### src/rtl/control_fsm.sv
// control_fsm: multi-cycle control unit for the processor datapath.
// Sequences every instruction through FETCH / EXEC / MEM / WB, with WAIT_IN
// for input handshakes and HALT for the halt/resume loop. Every control output
// is registered and decoded from the next state plus the current opcode.
//
// Ports:
//   clk, rst_n          clock, synchronous active-low reset
//   opcode, operation   decoded instruction fields from the datapath
//   in_ready, resume    input-device data valid, leave HALT
//   reg_write, mem_write, inst_write, in_req, new_out, pc_write,
//   bios_controll, bios_write_pc           enables / strobes / mode
//   pc_orig, rd_orig, loc_write, op_b, branch_comp, write_d_sel, alu_op
//                                          datapath mux selects
//   halted, illegal, in_timeout            status (illegal, in_timeout sticky)
//   retired             count of cycles with pc_write=1 (instructions done)
module control_fsm #(
   parameter int IN_TIMEOUT = 0,
   parameter int CNT_W      = 32
) (
   input  logic             clk,
   input  logic             rst_n,
   input  logic [3:0]       opcode,
   input  logic [3:0]       operation,
   input  logic             in_ready,
   input  logic             resume,
   output logic             reg_write,
   output logic             mem_write,
   output logic             inst_write,
   output logic             in_req,
   output logic             new_out,
   output logic             pc_write,
   output logic             bios_controll,
   output logic             bios_write_pc,
   output logic [1:0]       pc_orig,
   output logic [1:0]       rd_orig,
   output logic [1:0]       loc_write,
   output logic [1:0]       op_b,
   output logic [2:0]       branch_comp,
   output logic [3:0]       write_d_sel,
   output logic [3:0]       alu_op,
   output logic             halted,
   output logic             illegal,
   output logic             in_timeout,
   output logic [CNT_W-1:0] retired
);

   typedef enum logic [2:0] {
      S_FETCH   = 3'd0,
      S_EXEC    = 3'd1,
      S_MEM     = 3'd2,
      S_WB      = 3'd3,
      S_WAIT_IN = 3'd4,
      S_HALT    = 3'd5
   } state_t;

   localparam logic [3:0] OP_ALU_R  = 4'd0;
   localparam logic [3:0] OP_ALU_I  = 4'd1;
   localparam logic [3:0] OP_SHIFT  = 4'd2;
   localparam logic [3:0] OP_LOAD   = 4'd3;
   localparam logic [3:0] OP_STORE  = 4'd4;
   localparam logic [3:0] OP_BRANCH = 4'd5;
   localparam logic [3:0] OP_JUMP   = 4'd6;
   localparam logic [3:0] OP_JR     = 4'd7;
   localparam logic [3:0] OP_IN     = 4'd8;
   localparam logic [3:0] OP_OUT    = 4'd9;
   localparam logic [3:0] OP_MULDIV = 4'd10;
   localparam logic [3:0] OP_MFHL   = 4'd11;
   localparam logic [3:0] OP_SYS    = 4'd12;
   localparam logic [3:0] OP_STI    = 4'd13;
   localparam logic [3:0] OP_HALT   = 4'd14;
   localparam logic [3:0] OP_UNDEF  = 4'd15;

   // Timeout fires at the end of the IN_TIMEOUT-th wait cycle (counter starts at 0).
   localparam logic        TIMEOUT_EN = (IN_TIMEOUT > 0);
   localparam logic [31:0] TO_LAST    = TIMEOUT_EN ? 32'(IN_TIMEOUT - 1) : 32'd0;

   state_t      state_r, next_state_s;
   logic [31:0] wait_cnt_r;
   logic        timeout_hit_s;

   logic       reg_write_s, mem_write_s, inst_write_s, in_req_s, new_out_s;
   logic       pc_write_s, bios_write_pc_s, halted_s;
   logic [1:0] pc_orig_s, rd_orig_s, loc_write_s, op_b_s;
   logic [2:0] branch_comp_s;
   logic [3:0] write_d_sel_s, alu_op_s;

   assign timeout_hit_s = TIMEOUT_EN && (wait_cnt_r == TO_LAST);

   // Next-state logic.
   always_comb begin
      next_state_s = S_FETCH;
      case (state_r)
         S_FETCH: next_state_s = S_EXEC;
         S_EXEC: begin
            case (opcode)
               OP_LOAD, OP_STORE: next_state_s = S_MEM;
               OP_IN:             next_state_s = S_WAIT_IN;
               OP_HALT:           next_state_s = S_HALT;
               default:           next_state_s = S_FETCH;
            endcase
         end
         S_MEM: begin
            if (opcode == OP_LOAD) next_state_s = S_WB;
            else                   next_state_s = S_FETCH;
         end
         S_WB: next_state_s = S_FETCH;
         // in_ready wins over a simultaneous timeout; both finish through WB.
         S_WAIT_IN: begin
            if (in_ready || timeout_hit_s) next_state_s = S_WB;
            else                           next_state_s = S_WAIT_IN;
         end
         S_HALT: begin
            if (resume) next_state_s = S_WB;
            else        next_state_s = S_HALT;
         end
         default: next_state_s = S_FETCH;
      endcase
   end

   // Output decode for the cycle that starts at the next clock edge.
   always_comb begin
      reg_write_s     = 1'b0;
      mem_write_s     = 1'b0;
      inst_write_s    = 1'b0;
      in_req_s        = 1'b0;
      new_out_s       = 1'b0;
      pc_write_s      = 1'b0;
      bios_write_pc_s = 1'b0;
      halted_s        = 1'b0;
      pc_orig_s       = 2'd0;
      rd_orig_s       = 2'd0;
      loc_write_s     = 2'd0;
      op_b_s          = 2'd0;
      branch_comp_s   = 3'd0;
      write_d_sel_s   = 4'd0;
      alu_op_s        = 4'd0;
      case (next_state_s)
         S_EXEC: begin
            case (opcode)
               OP_ALU_R: begin
                  alu_op_s = operation; reg_write_s = 1'b1; pc_write_s = 1'b1;
               end
               OP_ALU_I: begin
                  alu_op_s = operation; op_b_s = 2'd1; rd_orig_s = 2'd1;
                  reg_write_s = 1'b1; pc_write_s = 1'b1;
               end
               OP_SHIFT: begin
                  alu_op_s = operation; op_b_s = 2'd2;
                  reg_write_s = 1'b1; pc_write_s = 1'b1;
               end
               OP_LOAD, OP_STORE: op_b_s = 2'd3;
               OP_BRANCH: begin
                  branch_comp_s = operation[2:0]; pc_orig_s = 2'd1; pc_write_s = 1'b1;
               end
               OP_JUMP: begin
                  pc_orig_s = 2'd2; pc_write_s = 1'b1;
                  // operation[0] selects jump-and-link into ra
                  if (operation[0]) begin
                     reg_write_s = 1'b1; loc_write_s = 2'd1;
                  end else begin
                     reg_write_s = 1'b0;
                  end
               end
               OP_JR: begin
                  pc_orig_s = 2'd3; pc_write_s = 1'b1;
               end
               OP_OUT: begin
                  new_out_s = 1'b1; pc_write_s = 1'b1;
               end
               OP_MULDIV: begin
                  alu_op_s = operation; loc_write_s = 2'd2;
                  reg_write_s = 1'b1; pc_write_s = 1'b1;
               end
               OP_MFHL: begin
                  write_d_sel_s = operation[0] ? 4'd4 : 4'd3;
                  reg_write_s = 1'b1; pc_write_s = 1'b1;
               end
               OP_SYS: begin
                  pc_write_s      = 1'b1;
                  bios_write_pc_s = (operation == 4'd1);
               end
               // Instruction memory is writable only while the BIOS runs.
               OP_STI: begin
                  pc_write_s = 1'b1; inst_write_s = bios_controll;
               end
               OP_UNDEF: pc_write_s = 1'b1;
               default: pc_write_s = 1'b0;
            endcase
         end
         S_MEM: begin
            op_b_s = 2'd3;
            if (opcode == OP_STORE) begin
               mem_write_s = 1'b1; pc_write_s = 1'b1;
            end else begin
               mem_write_s = 1'b0;
            end
         end
         S_WB: begin
            case (opcode)
               OP_LOAD: begin
                  op_b_s = 2'd3; write_d_sel_s = 4'd1; rd_orig_s = 2'd1;
                  reg_write_s = 1'b1; pc_write_s = 1'b1;
               end
               OP_IN: begin
                  write_d_sel_s = 4'd2; reg_write_s = 1'b1; pc_write_s = 1'b1;
               end
               default: pc_write_s = 1'b1;   // resume from HALT
            endcase
         end
         S_WAIT_IN: in_req_s = 1'b1;
         S_HALT:    halted_s = 1'b1;
         default:   halted_s = 1'b0;
      endcase
   end

   // State, registered outputs, sticky flags, wait counter and retired count.
   always_ff @(posedge clk) begin
      if (!rst_n) begin
         state_r       <= S_FETCH;
         wait_cnt_r    <= 32'd0;
         reg_write     <= 1'b0;
         mem_write     <= 1'b0;
         inst_write    <= 1'b0;
         in_req        <= 1'b0;
         new_out       <= 1'b0;
         pc_write      <= 1'b0;
         bios_write_pc <= 1'b0;
         halted        <= 1'b0;
         pc_orig       <= 2'd0;
         rd_orig       <= 2'd0;
         loc_write     <= 2'd0;
         op_b          <= 2'd0;
         branch_comp   <= 3'd0;
         write_d_sel   <= 4'd0;
         alu_op        <= 4'd0;
         bios_controll <= 1'b1;
         illegal       <= 1'b0;
         in_timeout    <= 1'b0;
         retired       <= {CNT_W{1'b0}};
      end else begin
         state_r       <= next_state_s;
         reg_write     <= reg_write_s;
         mem_write     <= mem_write_s;
         inst_write    <= inst_write_s;
         in_req        <= in_req_s;
         new_out       <= new_out_s;
         pc_write      <= pc_write_s;
         bios_write_pc <= bios_write_pc_s;
         halted        <= halted_s;
         pc_orig       <= pc_orig_s;
         rd_orig       <= rd_orig_s;
         loc_write     <= loc_write_s;
         op_b          <= op_b_s;
         branch_comp   <= branch_comp_s;
         write_d_sel   <= write_d_sel_s;
         alu_op        <= alu_op_s;
         if (state_r != S_WAIT_IN) wait_cnt_r <= 32'd0;
         else                      wait_cnt_r <= wait_cnt_r + 32'd1;
         // BIOS mode flips after the SYS instruction's EXEC cycle.
         if (state_r == S_EXEC && opcode == OP_SYS) begin
            if (operation == 4'd0)      bios_controll <= 1'b1;
            else if (operation == 4'd1) bios_controll <= 1'b0;
         end
         if (next_state_s == S_EXEC && opcode == OP_UNDEF) illegal <= 1'b1;
         if (state_r == S_WAIT_IN && !in_ready && timeout_hit_s) in_timeout <= 1'b1;
         // retired moves together with the registered pc_write
         if (pc_write_s) retired <= retired + {{(CNT_W-1){1'b0}}, 1'b1};
      end
   end

endmodule

### config.mk
export PLATFORM = sky130hd
export DESIGN_NAME = control_fsm
export DESIGN_NICKNAME = d
export VERILOG_FILES = /design/src/rtl/control_fsm.sv
export SDC_FILE = /design/constraint.sdc
export NUM_CORES = 1
export LEC_CHECK = 0
export CORE_ASPECT_RATIO = 0.5
export CORE_MARGIN = 4
export CORE_UTILIZATION = 44
export CTS_CLUSTER_SIZE = 16
export DETAILED_ROUTE_END_ITERATION = 12
export PLACE_DENSITY = 0.86
export SYNTH_ARGS = -nofsm -noshare
export SYNTH_HDL_FRONTEND = slang
export SYNTH_SLANG_ARGS = --single-unit
### constraint.sdc
create_clock -name clk -period 2.25 [get_ports clk]
set_clock_uncertainty 0.05 [all_clocks]
set_input_delay 0.3375 -clock clk [delete_from_list [all_inputs] [get_ports clk]]
set_output_delay 0.3375 -clock clk [all_outputs]
set_load 0.01 [all_outputs]
* Word level (Yosys, flattened, before mapping) *
Index checks and enable logic that the tools add are counted.

storage, ports and cells
  output and inout port bits = 62
  bits in registers = 64
  logic and storage cells = 93

operators by class
  equal/unequal tests = 25
  mux-type cells = 30
  $add $sub $neg = 1
  reductions and logical operators = 18

operators with widths
  kind                                                             number
  32-bit by 1-bit adder with 32-bit output, second input constant  1
  4-bit == test, second input constant                             8
  2-bit one-hot mux with 3 select lines                            3
  4-bit by 3-bit == test with 1-bit output, second input constant  4
  3-bit one-hot mux with 5 select lines                            1
  3-bit == test, second input constant                             4
  1-bit 2-to-1 mux                                                 12
  3-bit 2-to-1 mux                                                 4
  3-bit AND reduction                                              4
  12-bit OR reduction                                              1
  3-bit by 2-bit == test with 1-bit output, second input constant  3
  3-bit one-hot mux with 3 select lines                            1
  4-bit by 1-bit == test with 1-bit output, second input constant  2
  4-bit by 2-bit == test with 1-bit output, second input constant  2
  4-bit logical NOT                                                2
  2-bit one-hot mux with 2 select lines                            2
  3-bit by 1-bit == test with 1-bit output, second input constant  2
  1-bit one-hot mux with 2 select lines                            3
  3-bit one-hot mux with 2 select lines                            1
  2-bit AND reduction                                              3
  5-bit OR reduction                                               1
  2-bit 2-to-1 mux                                                 2
  2-bit OR reduction                                               2
  4-bit OR reduction                                               1
  4 further kinds                                                  5

* Longest topological paths before layout *
  depth in word-level cells = 6
  gate-level depth with buffers = 9
  gate-level depth less buffers = 6

* Worst setup path after synthesis *
No wires, ideal clock.

  kind = register to register
  start = register state_r[0]
  end = register retired[1]
  path buffers = 3
  library setup time = 128 ps
  data required time = 2,072 ps
  stages on the path, launching flop included = 10
  arrival time = 2,181 ps
  setup slack = -109 ps
  cell sequence = dfxtp_1 -> clkbuf_1 -> mux2i_1 -> nor3_1 -> a31oi_1 -> o31a_1 -> clkbuf_1 -> buf_2 -> mux2i_1 -> nor2_1

between the ends
  cells in the longest elaborated chain, start to end = 4
  elaborated cells on any way between the ends = 10
  classes of those cells = eq/ne: 7; mux: 2; reduce/logical: 1

RTL lines
  what                                                                                                  RTL line  source
  start: declaration                                                                                    77        state_t state_r, next_state_s;
  start signal: assignment                                                                              241       state_r <= next_state_s;
  3-bit == test, or another cell as far along                                                           92        case (state_r)
  3-bit one-hot mux with 5 select lines (*)                                                             92
  3-bit by 2-bit == test with 1-bit output or 3-bit by 1-bit == test with 1-bit output (tied branches)  137       case (next_state_s)
  1-bit one-hot mux with 3 select lines (*)                                                             137
  end signal: assignment                                                                                239       retired <= {CNT_W{1'b0}};
  end signal: assignment                                                                                267       if (pc_write_s) retired <= retired + {{(CNT_W-1){1'b0}}, 1'b1};
  end: declaration                                                                                      44        output logic [CNT_W-1:0] retired

Every way passes the cells marked *; elsewhere a longest branch is shown, timed or not.
A chain may end at the register's enable or synchronous reset.

* Final worst setup path *
  start = register state_r[0]
  end = register retired[24]

Same word-level chain as after synthesis.

==> results.sh <==
export IMPL_synth_top_family_by_area="simple AND/OR/NAND/NOR gates"
export IMPL_globalplace_congestion=0.897
export IMPL_syn_inst=349
export IMPL_rsz0062_at_grt="true"
export IMPL_ys_ff_latch=62
export IMPL_clock_latency_ns=0.33
export IMPL_setup_viol=5
export IMPL_cp_top_family="simple AND/OR/NAND/NOR gates"
export IMPL_ios=74
export IMPL_slew_headroom=0.645
export IMPL_hold_violations=0
export IMPL_nets=460
export IMPL_fill_cells=439
export IMPL_worstHoldPathType="in -> reg"
export IMPL_period_share=1.02
export IMPL_critical_path_buf_inv_count=1
export IMPL_start_kind="flop"
export IMPL_ys_seq_area_frac=0.436
export IMPL_avgRoutedWirePerCell_um=17.4
export IMPL_drtIter0Drc=215
export IMPL_worst_slack_ns=-0.0383
export IMPL_reg2regPathDepth=6
export IMPL_cts_htree_levels=3
export IMPL_arrival_ns=2.50
export IMPL_p_per_area_nw_per_um2=708
export IMPL_die_area_um2=7900
export IMPL_cts_sinks=62
export IMPL_layout_commonest_cell="clkdlybuf4s50_1"
export IMPL_drc=0
export IMPL_final_util=0.712
export IMPL_violations="setup timing"
export IMPL_status="finished with violations"
export IMPL_min_path_cells=4
export IMPL_antenna_found_initial=0
export IMPL_fin_crit_ns=2.29
export IMPL_yosys_area_top_type_share=0.436
export IMPL_synthAdderAreaFrac=0.00440
export IMPL_fin_tns_setup_ns=-0.109
export IMPL_overflow=0
export IMPL_synth_xor_area_frac=0.00615
export IMPL_max_freq_mhz=437
export IMPL_netlist_top_cell_by_area="dfxtp_1"
export IMPL_finalNonFillerCells=540
export IMPL_synth_enable_flop_cells=0
export IMPL_worst_path_max_delay_cell="or4_4"
export IMPL_worstMarginPinSlew_ns=0.531
export IMPL_synth_area_leaders="dfxtp_1, a21oi_1, nand2_1, nor2_1, or3_1"
export IMPL_dp_cells=515
export IMPL_mostFrequentLayoutCells="clkdlybuf4s50_1, dfxtp_1, buf_4"
export IMPL_antenna_left=0
export IMPL_drt_total_wl_mm=9.39
export IMPL_hold_end="loc_write[1]"
export IMPL_die_x_um=122
export IMPL_grtUsageTotal=0.233
export IMPL_clk_path_buf_depth=2
export IMPL_hold_buffers=0
export IMPL_num_rows=20
export IMPL_crit_fanout=7
export IMPL_clkTransAtPathRegs_ns=0.06
export IMPL_cts_root_buf="clkbuf_16"
export IMPL_timing_rr_start="state_r[0]"
export IMPL_ys_flop_type="dfxtp_1"
export IMPL_drt_pass1_iter_count=5
export IMPL_max_stage_delay_ns=0.48
export IMPL_grt_max_degree=32
export IMPL_min_from="opcode[2]"
export IMPL_cts_made_buffers=9
export IMPL_netlist_area_um2=2850
export IMPL_ir_worst_vdd_mv=0.393
export IMPL_syn_avg_cell_area_um2=8.16
export IMPL_path_class="reg -> reg"
export IMPL_slew_violations=0
export IMPL_grt_pass1_vias=3008
export IMPL_async_reset_ff_frac=0
export IMPL_areaGrowthSynthToFinish_pct=54.0
export IMPL_muxShareOfSynthArea=0.0176
export IMPL_synth_compound_area_frac=0.178
export IMPL_start_util=0.462
export IMPL_viasPerCell=5.81
export IMPL_vias=3140
export IMPL_dp_hpwl_mm=5.48
export IMPL_yosysWarnings=0
export IMPL_crit_path_cell_trace="or4_1 > o211a_1 > o31a_4 > buf_12 > or4_4 > a21oi_2"
export IMPL_cp_required_ns=2.46
export IMPL_synth_distinct_cells=45
export IMPL_coreArea_um2=6160
export IMPL_grt_pass1_wl_mm=14.6
export IMPL_leakagePower_nw=1.54
export IMPL_diodes=0
export IMPL_yosys_area_share_simple=0.301
export IMPL_drive_gt1_frac=0.184
export IMPL_r2r_slack_ns=-0.04
export IMPL_cts_tree="yes"
export IMPL_cap_violations=0
export IMPL_io_buffers=70
export IMPL_crit_path_end_kind="flop"
export IMPL_timing_rr_end="retired[24]"
export IMPL_die_h_um=64.9
## flip-flops by register name (all words and copies together) (netlist names), 2 cells and up
name and count:
alu_op 4, branch_comp 3, loc_write 2, op_b 2, pc_orig 2, retired 32, state_r 3, write_d_sel 3
## where the power goes
group	switching [W]	total, W	leakage [nW]	internal, W
Clock	0.000490	0.00155	0.166	0.00106
Combinational	0.000223	0.000418	0.875	0.000195
Sequential	0.0000177	0.00114	0.501	0.00112
Total	0.000730	0.00310	1.54	0.00237
## timing repair
item                                    CTS  global route
gates cloned                              3             0
setup buffers                             6             2
endpoints found under the setup margin   31            31
pin swaps                                27            14
resized for setup                        26            19
## worst max path at each step
| stage | startpoint | end | slack [ns] | cells past startpoint |
|---|---|---|---|---|
| after global placement | opcode[3] | retired[12] | -0.53 | 9 |
| after detailed placement | opcode[2] | retired[12] | -0.58 | 8 |
| final | state_r[0] | retired[24] | -0.04 | 6 |
| after CTS | state_r[0] | retired[18] | -0.06 | 7 |
| after floorplan | state_r[0] | retired[1] | -0.01 | 9 |
| after global routing | state_r[0] | retired[24] | -0.07 | 6 |
## layout make-up
cell class | count | area [um^2] | share of cell area
multi-input combinational | 255 | 1610 | 0.367
sequential | 62 | 1240 | 0.283
timing repair buffer | 110 | 1050 | 0.240
clock buffer | 13 | 270 | 0.0617
tap | 88 | 110 | 0.0251
clock inverter | 3 | 65.1 | 0.0148
inverter | 9 | 33.8 | 0.00771
## routing by layer
metal  vias up  part of all wire  GRT usage
met5         -                 0          0
met2       167              0.50      0.407
met1      1490              0.39      0.265
li1       1455                 -          -
met4         0             0.022     0.0796
met3        28             0.090     0.0846
## worst reg2reg max path: cells and delay by family (launching register included)
family | cells | cell delay, ns
compound gates | 3 | 0.74
buf+inv | 1 | 0.15
flops | 1 | 0.33
simple gates | 2 | 0.96
## cells by family (layout without fill, tap and decap cells)
family | after synthesis | in the layout
xor gates and xnor gates | 2 | 2
buffers and inverters | 34 | 135
muxes | 5 | 5
and+or+nand+nor | 162 | 162
AOI/OAI and AO/OA | 82 | 82
adders and majority gates | 1 | 1
DFF | 62 | 62
other | 1 | 3
## cell usage after synthesis, types with 2 or more instances
library cell,number
o31a_1,3
nor2_1,29
o211ai_1,2
buf_2,3
a31oi_1,2
or4_1,10
clkbuf_1,16
nand2_1,30
or3_1,17
nand2b_1,5
o21a_1,4
o21ai_0,19
nor2b_1,6
nand3_1,16
nor4_1,9
buf_4,3
nand4_1,5
a2111oi_0,2
nor3_1,12
buf_6,2
and2_1,10
mux2i_1,5
o31ai_1,11
and3_1,8
a22oi_1,2
and4_1,2
a21oi_1,30
inv_1,8
dfxtp_1,62
## per-stage QoR
| stage | total power, W | worst slack (ns) | cell area [um^2] | hold slack [ns] |
|---|---|---|---|---|
| after CTS | 0.00309 | -0.0619 | 4310 | 0.292 |
| after global routing | 0.00320 | -0.0674 | 4380 | 0.307 |
| final | 0.00310 | -0.0383 | 4380 | 0.292 |
| after detailed placement | 0.00146 | -0.580 | 3800 | 0.407 |
| after floorplan | 0.00133 | -0.0110 | 2870 | 0.409 |
| after global placement | 0.00146 | -0.525 | 3800 | 0.403 |
No activity file was read; power rests on OpenSTA's default activity.
